File: src/rtl/playseq_controle_preview_if.sv
// Bus between the PlaySeq UC/FD and the preview sequencer.
// The master side drives the control inputs and RAM data; the slave side is the sequencer.
interface playseq_controle_preview_if #(
  parameter int ADDR_W = 4,
  parameter int DATA_W = 4
);
  logic              iniciar;
  logic              parar;
  logic [ADDR_W-1:0] limite;
  logic [DATA_W-1:0] dado_mem;
  logic [ADDR_W-1:0] endereco;
  logic [DATA_W-1:0] leds;
  logic              ativo;
  logic              pronto;
  logic [2:0]        db_estado;

  modport master (
    output iniciar, parar, limite, dado_mem,
    input  endereco, leds, ativo, pronto, db_estado
  );

  modport slave (
    input  iniciar, parar, limite, dado_mem,
    output endereco, leds, ativo, pronto, db_estado
  );
endinterface

File: src/rtl/playseq_controle_preview.sv
// LED preview sequencer for PlaySeq: walks the sequence RAM from address 0 to a captured limit,
// lighting each stored move for ON_CYCLES clocks and blanking for OFF_CYCLES clocks.
module playseq_controle_preview #(
  parameter int ADDR_W     = 4,
  parameter int DATA_W     = 4,
  parameter int ON_CYCLES  = 500,
  parameter int OFF_CYCLES = 250,
  parameter int CNT_W      = 16
) (
  input  logic                       clock,
  input  logic                       reset,
  playseq_controle_preview_if.slave  bus
);

  typedef enum logic [2:0] {
    OCIOSO  = 3'd0,
    CARREGA = 3'd1,
    ACESO   = 3'd2,
    APAGADO = 3'd3,
    FIM     = 3'd4
  } state_t;

  localparam logic [CNT_W-1:0] ON_LAST  = CNT_W'(ON_CYCLES - 1);
  localparam logic [CNT_W-1:0] OFF_LAST = CNT_W'(OFF_CYCLES - 1);

  state_t            r_state;
  logic [CNT_W-1:0]  r_timer;
  logic [ADDR_W-1:0] r_limite;
  logic [ADDR_W-1:0] r_endereco;
  logic [DATA_W-1:0] r_leds;
  logic              r_ativo;
  logic              r_pronto;

  always_ff @(posedge clock) begin
    if (reset) begin
      r_state    <= OCIOSO;
      r_timer    <= '0;
      r_limite   <= '0;
      r_endereco <= '0;
      r_leds     <= '0;
      r_ativo    <= 1'b0;
      r_pronto   <= 1'b0;
    end else begin
      r_pronto <= 1'b0;
      // Abort wins over every other transition, including timer expiry and entry into FIM.
      if (bus.parar && (r_state != OCIOSO)) begin
        r_state    <= OCIOSO;
        r_timer    <= '0;
        r_endereco <= '0;
        r_leds     <= '0;
        r_ativo    <= 1'b0;
      end else begin
        case (r_state)
          OCIOSO: begin
            if (bus.iniciar && !bus.parar) begin
              r_limite   <= bus.limite;
              r_endereco <= '0;
              r_timer    <= '0;
              r_state    <= CARREGA;
              r_ativo    <= 1'b1;
            end
          end
          CARREGA: begin
            // The RAM word for r_endereco is valid by now.
            r_leds  <= bus.dado_mem;
            r_timer <= '0;
            r_state <= ACESO;
          end
          ACESO: begin
            if (r_timer == ON_LAST) begin
              r_leds  <= '0;
              r_timer <= '0;
              r_state <= APAGADO;
            end else begin
              r_timer <= r_timer + 1'b1;
            end
          end
          APAGADO: begin
            if (r_timer == OFF_LAST) begin
              r_timer <= '0;
              if (r_endereco == r_limite) begin
                r_state  <= FIM;
                r_pronto <= 1'b1;
              end else begin
                r_endereco <= r_endereco + 1'b1;
                r_state    <= CARREGA;
              end
            end else begin
              r_timer <= r_timer + 1'b1;
            end
          end
          FIM: begin
            r_endereco <= '0;
            r_state    <= OCIOSO;
            r_ativo    <= 1'b0;
          end
          default: begin
            r_state    <= OCIOSO;
            r_timer    <= '0;
            r_endereco <= '0;
            r_leds     <= '0;
            r_ativo    <= 1'b0;
          end
        endcase
      end
    end
  end

  assign bus.endereco  = r_endereco;
  assign bus.leds      = r_leds;
  assign bus.ativo     = r_ativo;
  assign bus.pronto    = r_pronto;
  assign bus.db_estado = r_state;

endmodule
File: src/flat_wrapper.sv
// flat-port wrapper written by rule: the top's interface ports become plain ports
module playseq_controle_preview_flat 
#(
  parameter int ADDR_W     = 4,
  parameter int DATA_W     = 4,
  parameter int ON_CYCLES  = 500,
  parameter int OFF_CYCLES = 250,
  parameter int CNT_W      = 16
)
  (clock, reset, bus_iniciar, bus_parar, bus_limite, bus_dado_mem, bus_endereco, bus_leds, bus_ativo, bus_pronto, bus_db_estado);
  playseq_controle_preview_if #(.ADDR_W(ADDR_W), .DATA_W(DATA_W)) bus_i ();
  input  logic clock;
  input  logic reset;
  input wire logic [$bits(bus_i.iniciar)-1:0] bus_iniciar;
  input wire logic [$bits(bus_i.parar)-1:0] bus_parar;
  input wire logic [$bits(bus_i.limite)-1:0] bus_limite;
  input wire logic [$bits(bus_i.dado_mem)-1:0] bus_dado_mem;
  output wire logic [$bits(bus_i.endereco)-1:0] bus_endereco;
  output wire logic [$bits(bus_i.leds)-1:0] bus_leds;
  output wire logic [$bits(bus_i.ativo)-1:0] bus_ativo;
  output wire logic [$bits(bus_i.pronto)-1:0] bus_pronto;
  output wire logic [$bits(bus_i.db_estado)-1:0] bus_db_estado;
  assign bus_i.iniciar = bus_iniciar;
  assign bus_i.parar = bus_parar;
  assign bus_i.limite = bus_limite;
  assign bus_i.dado_mem = bus_dado_mem;
  assign bus_endereco = bus_i.endereco;
  assign bus_leds = bus_i.leds;
  assign bus_ativo = bus_i.ativo;
  assign bus_pronto = bus_i.pronto;
  assign bus_db_estado = bus_i.db_estado;
  playseq_controle_preview #(.ADDR_W(ADDR_W), .DATA_W(DATA_W), .ON_CYCLES(ON_CYCLES), .OFF_CYCLES(OFF_CYCLES), .CNT_W(CNT_W)) u_core (.clock(clock), .reset(reset), .bus(bus_i));
endmodule
File: config.mk
export PLATFORM = sky130hd
export DESIGN_NAME = playseq_controle_preview_flat
export DESIGN_NICKNAME = d
export VERILOG_FILES = /design/src/rtl/playseq_controle_preview_if.sv /design/src/rtl/playseq_controle_preview.sv /design/src/flat_wrapper.sv
export SDC_FILE = /design/constraint.sdc
export NUM_CORES = 1
export LEC_CHECK = 0
export CELL_PAD_IN_SITES_DETAIL_PLACEMENT = 1
export CELL_PAD_IN_SITES_GLOBAL_PLACEMENT = 1
export CORE_ASPECT_RATIO = 0.7
export CORE_UTILIZATION = 43
export CTS_BUF_LIST = sky130_fd_sc_hd__clkbuf_4 sky130_fd_sc_hd__clkbuf_8 sky130_fd_sc_hd__clkbuf_16
export DETAILED_ROUTE_END_ITERATION = 6
export PLACE_DENSITY = 0.95
export SLEW_MARGIN = 20
export SYNTH_ARGS = -nofsm -noshare
export SYNTH_HDL_FRONTEND = slang
export SYNTH_SLANG_ARGS = --single-unit
File: constraint.sdc
create_clock -name clock -period 3.6 [get_ports clock]
set_clock_uncertainty 0.2 [all_clocks]
set_input_delay 0.36 -clock clock [delete_from_list [all_inputs] [get_ports clock]]
set_output_delay 0.36 -clock clock [all_outputs]
set_load 0.03 [all_outputs]
Yosys cells after proc, flatten, opt, wreduce, memory -nomap -nowiden --
Cells that the tools add are included.
Word-level totals: output and inout bits 13, input port bits 12, flip-flop bits (word level) 33
Cells by class: eq/ne operators 11, reduce and logical (&&, ||, !) cells 16, bitwise operators 7, multiplexer cells 18, add/subtract/negate cells 2
Operators by type and width (count):
- 16-bit case mux with 4 select lines | 1
- 16-bit two-way mux | 3
- 4-bit case mux with 3 select lines | 2
- 16-bit by 1-bit adder with 16-bit output, second input constant | 1
- 16-bit by 8-bit equality test with 1-bit output, second input constant | 1
- 16-bit by 9-bit equality test with 1-bit output, second input constant | 1
- 4-bit two-way mux | 4
- 3-bit two-way mux | 4
- 3-bit case mux with 4 select lines | 1
- 1-bit NOT | 7
- 3-bit by 2-bit equality test with 1-bit output, second input constant | 2
- 2-bit by 1-bit != test with 1-bit output, second input constant | 3
- 2-bit AND reduction | 3
- 3-bit AND reduction | 2
- 3-bit OR reduction | 2
- 4-bit by 1-bit adder with 4-bit output, second input constant | 1
- 4-bit equality test | 1
- 4-bit AND reduction | 1
- 2-bit OR reduction | 2
- 4-bit OR reduction | 1
- 3-bit by 1-bit equality test with 1-bit output, second input constant | 1
- 3-bit equality test, second input constant | 1
- 3-bit zero test | 1
- 3-bit nonzero test | 1
- 5 further kinds | 7

Logic depth before layout (Yosys ltp) --
word-level depth 4, mapped depth 9, gate-level depth less buffers 7

Worst setup path before layout --
Ideal clock, no wire load.
path kind flip-flop to flip-flop, start point register u_core.r_timer[12], end point register u_core.r_endereco[1] (netlist: u_core.bus.endereco[1]), setup slack 1189 ps, period minus slack after synthesis 2411 ps, data required time 3270 ps, library setup time 130 ps, arrival time 2082 ps, stages on the path, launching flop included 8, path buffers 2, cells stage by stage dfxtp_1 -> or4_1 -> or4_4 -> o2bb2ai_2 -> buf_6 -> buf_4 -> o211ai_2 -> o31ai_2
On the way: cells in the longest elaborated chain, start to end 3
Ends and longest elaborated chain:
- from (decl) | RTL line playseq_controle_preview.sv:27 | logic [CNT_W-1:0] r_timer;
- from (signal assigned) | RTL line playseq_controle_preview.sv:75 | r_timer <= r_timer + 1'b1;
- from (signal assigned) | RTL line playseq_controle_preview.sv:89 | r_timer <= r_timer + 1'b1;
- 16-bit by 8-bit equality test with 1-bit output | RTL line playseq_controle_preview.sv:79 | if (r_timer == OFF_LAST) begin
- 2-bit by 1-bit != test with 1-bit output (no source line)
- 4-bit AND reduction (no source line)
- to (signal assigned) | RTL line playseq_controle_preview.sv:85 | r_endereco <= r_endereco + 1'b1;
- to (decl) | RTL line playseq_controle_preview.sv:29 | logic [ADDR_W-1:0] r_endereco;
No other way between the ends. A chain may end at the register's enable or synchronous reset.

Worst setup path after layout --
start point register u_core.r_timer[12], end point register u_core.r_timer[14]
On the way: cells in the longest elaborated chain, start to end 3, elaborated cells between the ends (all ways) 6, those cells by class add/sub: 1; eq/ne: 2; mux: 3
Ends and longest elaborated chain:
- 16-bit by 1-bit adder with 16-bit output (tied with other cells) | RTL line playseq_controle_preview.sv:75, playseq_controle_preview.sv:89
- 16-bit two-way mux (on tied branches) | RTL line playseq_controle_preview.sv:79, playseq_controle_preview.sv:70
- 16-bit case mux with 4 select lines (*) | RTL line playseq_controle_preview.sv:53 | case (r_state)
Every way passes the cells marked *; elsewhere a longest branch is shown, timed or not.

==> results.md <==
- Status: finished clean
- Via count of the routed design: between 1500 and 2000
- Async set or reset register ratio after synthesis: 0
- Setup violators final: 0
- Hold crit path type: reg -> reg
- Commonest cells after routing, fill and taps aside: sky130_fd_sc_hd__dfxtp_1, sky130_fd_sc_hd__nor2_1, sky130_fd_sc_hd__clkdlybuf4s50_1, sky130_fd_sc_hd__nand2_1, sky130_fd_sc_hd__nand3_1
- Largest fanout on the critical path: 22
- TritonRoute pass-1 iters: 4
- Count of unresolved DRC violations after routing: 0
- Clk pin slew, worst setup/hold paths: roughly 0.070 ns
- Core Rows: 18
- Synthesized area per cell: between 8 and 9 um2
- Global placement routability congestion: approximately 0.78
- Combinational family with the most area after synthesis: simple AND/OR/NAND/NOR gates
- Wire length of the first global-routing pass: roughly 7.7 mm
- CTS tree: built
- Top_reg_cell synth: sky130_fd_sc_hd__dfxtp_1
- Max Freq: 346 MHz
- Simple-gate share of the synthesized area: 0.294
- Final Slew Violations: 0
- Largest net degree at the start of global routing: 23
- Data required time at the worst endpoint: between 3 and 4 ns
- Final cell count without fillers: around 270
- #FFs+latches synth: 33
- Total number of yosys warnings: 0
- Final ANT Viol Nets: 0
- Clk Latency, worst-skew pair: between 0.2 and 0.3 ns
- Number of hold violations in the final report: 0
- Horiz. Die Dim: approximately 76 um
- Post-CTS setup buffer count: 0
- Number of instances in the placed design: about 270
- Share of synthesized cell area in full adder, half adder and majority cells: 0.0225
- I/O pins: 25
- Final wirelength: 4.74 mm
- Floorplan die height: roughly 54 um
- Die Area: a little over 0.004 mm2
- Final critical-path required period: 2.89 ns
- Slowest cell delay on critical path: 0.63 ns
- Max H-tree Level: 2
- Fin crit share: 0.802
- Crit path launch type: flop
- Mux share of post-synthesis cell area: 0
- Number of buffers added by the clock tree synthesis step: 5
- Fraction of final layout cells with drive strength greater than 1: 0.0717
- Setup TNS: 0 ns
- Cells along the critical path: or4_1 > nor4_1 > o2bb2ai_2 > and4_1 > a311o_1
- Max clock buf depth: 2
- Worst Max-Slew Pin Slew: approximately 0.86 ns
- IR Drop Worst-Case VDD: 0.000366 V
- Initial DRC count: ~130
- Count of instances resized after the clock tree is built: 0
- All-Layer GR Usage: 0.250
- Average wire length per cell after detail routing: 17.4 um
- Number of nets produced by synthesis: about 210
- Max-capacitance violation count: 0
- Fill cells: roughly 430
- Port Buffer Count: 24
- HPWL after detailed placement: ~3.4 mm
- Gr ovfl total: 0
- # diodes: 0
- LEAKAGE: 0.000710 uW
- Initial antenna violation count: 0
- Unique cell type count in the Yosys netlist: 47
- Share of the synthesized netlist area taken by xor and xnor gates: 0.0684
- Area added between synthesis and finish: 23.6%
- Count of clock tree sinks: 33
- Detail-routed via count per cell: roughly 5.8
- Post-synthesis instance area: ~0.0017 mm2
- Crit path DAT: 2.86 ns
- Hold buffers post-CTS: 0
- Commonest non-fill, non-tap cell in the layout: sky130_fd_sc_hd__dfxtp_1
- Fraction of the yosys area taken by sequential cells: 0.397
- Root buf cell: sky130_fd_sc_hd__clkbuf_8
- Kind of end point of the critical path: flop
- Effective utilization at floorplan: 0.462
- Number of enable flip-flop cells after synthesis: 0
- Total power density per cell area: between 600 and 700 mW/mm2
- Post-synthesis instance total: approximately 200
- Setup repair after global routing missed its margin: no
- Core region area: ~0.0036 mm2
- Critical path start-end classification: reg -> reg
- Relative max-transition margin: 0.424
- Number of global-route vias before repair: roughly 1500
- Synth Area in Compound Gates: 0.192
- NumNets Final: around 240
- Highest-delay cell along the critical path: sky130_fd_sc_hd__nor4_1
worst max-delay path: cells and delay by family (launching register included):
| family | cells | cell delay (ns) |
|---|---|---|
| and+or+nand+nor | 3 | 1.51 |
| AOI/OAI and AO/OA | 2 | 0.70 |
| DFF | 1 | 0.36 |
path summary, 6_finish.rpt:
path                                endpoint                             from  slack [ns]  cells after the start
min reg2reg    u_core.bus.ativo$_SDFFE_PP0P_    u_core.bus.ativo$_SDFFE_PP0P_        0.27                      2
min            u_core.bus.ativo$_SDFFE_PP0P_    u_core.bus.ativo$_SDFFE_PP0P_        0.27                      2
max          u_core.r_timer[14]$_SDFFE_PP0P_  u_core.r_timer[12]$_SDFFE_PP0P_        0.71                      5
max reg2reg  u_core.r_timer[14]$_SDFFE_PP0P_  u_core.r_timer[12]$_SDFFE_PP0P_        0.71                      5
state kept, by name, indices dropped and copies added (netlist names):
signal / flops
u_core.r_timer: 16
u_core.bus.ativo: 1
u_core.bus.db_estado: 3
u_core.bus.pronto: 1
u_core.bus.leds: 4
u_core.r_limite: 4
u_core.bus.endereco: 4
power breakdown:
part / switching, uW / internal [uW]
Combinational: 333 / 167
Sequential: 54.7 / 407
Clock: 135 / 233
cell families (layout without fill, tap and decap cells):
group                    count (synthesis)  in the layout
AND/OR/NAND/NOR                         94             94
flip-flops                              33             33
AO/OA/AOI/OAI                           45             45
XOR/XNOR                                13             13
buffers and inverters                    9             35
adder cells (fa/ha/maj)                  3              3
cell type report:
type	instances	area, um2	area share
Inverter	2	7.51	0.00365
Tap cell	50	62.6	0.0304
Timing Repair Buffer	25	248	0.120
Sequential cell	33	661	0.321
Clock inverter	1	30.0	0.0146
Multi-Input combinational cell	155	960	0.466
Clock buffer	7	90.1	0.0438
synthesized netlist by cell type, types with 3 or more instances:
master | number | area share
sky130_fd_sc_hd__and2_1 | 3 | 0.011
sky130_fd_sc_hd__nand3b_1 | 6 | 0.027
sky130_fd_sc_hd__nand2_1 | 17 | 0.038
sky130_fd_sc_hd__xnor2_1 | 7 | 0.037
sky130_fd_sc_hd__dfxtp_1 | 33 | 0.40
sky130_fd_sc_hd__a21oi_1 | 10 | 0.030
sky130_fd_sc_hd__nor3_1 | 3 | 0.0090
sky130_fd_sc_hd__o21ai_0 | 7 | 0.021
sky130_fd_sc_hd__ha_1 | 3 | 0.023
sky130_fd_sc_hd__a22oi_1 | 4 | 0.018
sky130_fd_sc_hd__nor2_1 | 27 | 0.061
sky130_fd_sc_hd__a31oi_1 | 8 | 0.030
sky130_fd_sc_hd__nor4_1 | 5 | 0.019
sky130_fd_sc_hd__xor2_1 | 6 | 0.032
sky130_fd_sc_hd__clkbuf_1 | 4 | 0.0090
sky130_fd_sc_hd__nand2b_1 | 3 | 0.011
sky130_fd_sc_hd__nand3_1 | 12 | 0.036
stage by stage:
stage / setup slack [ns] / hold WS, ns / utilization / area (um2) / power [uW]
finish: 0.712 / 0.275 / 0.571 / 2060 / 1330
global route: 0.492 / 0.309 / 0.571 / 2060 / 1400
CTS: 0.759 / 0.277 / 0.571 / 2060 / 1330
detailed placement: 0.855 / 0.266 / 0.538 / 1940 / 959
global placement: 0.914 / 0.250 / 0.538 / 1940 / 940
floorplan: 1.19 / 0.233 / - / 1670 / 816
routing by layer:
| layer | vias up | global-route usage | wire [um] |
|---|---|---|---|
| met3 | 8 | 0.0576 | 217 |
| met1 | 777 | 0.309 | 2270 |
| met5 | - | 0 | 0 |
| met4 | 0 | 0.103 | 65 |
| li1 | 766 | - | - |
| met2 | 46 | 0.431 | 2190 |
(Power assumes the default switching activity.)
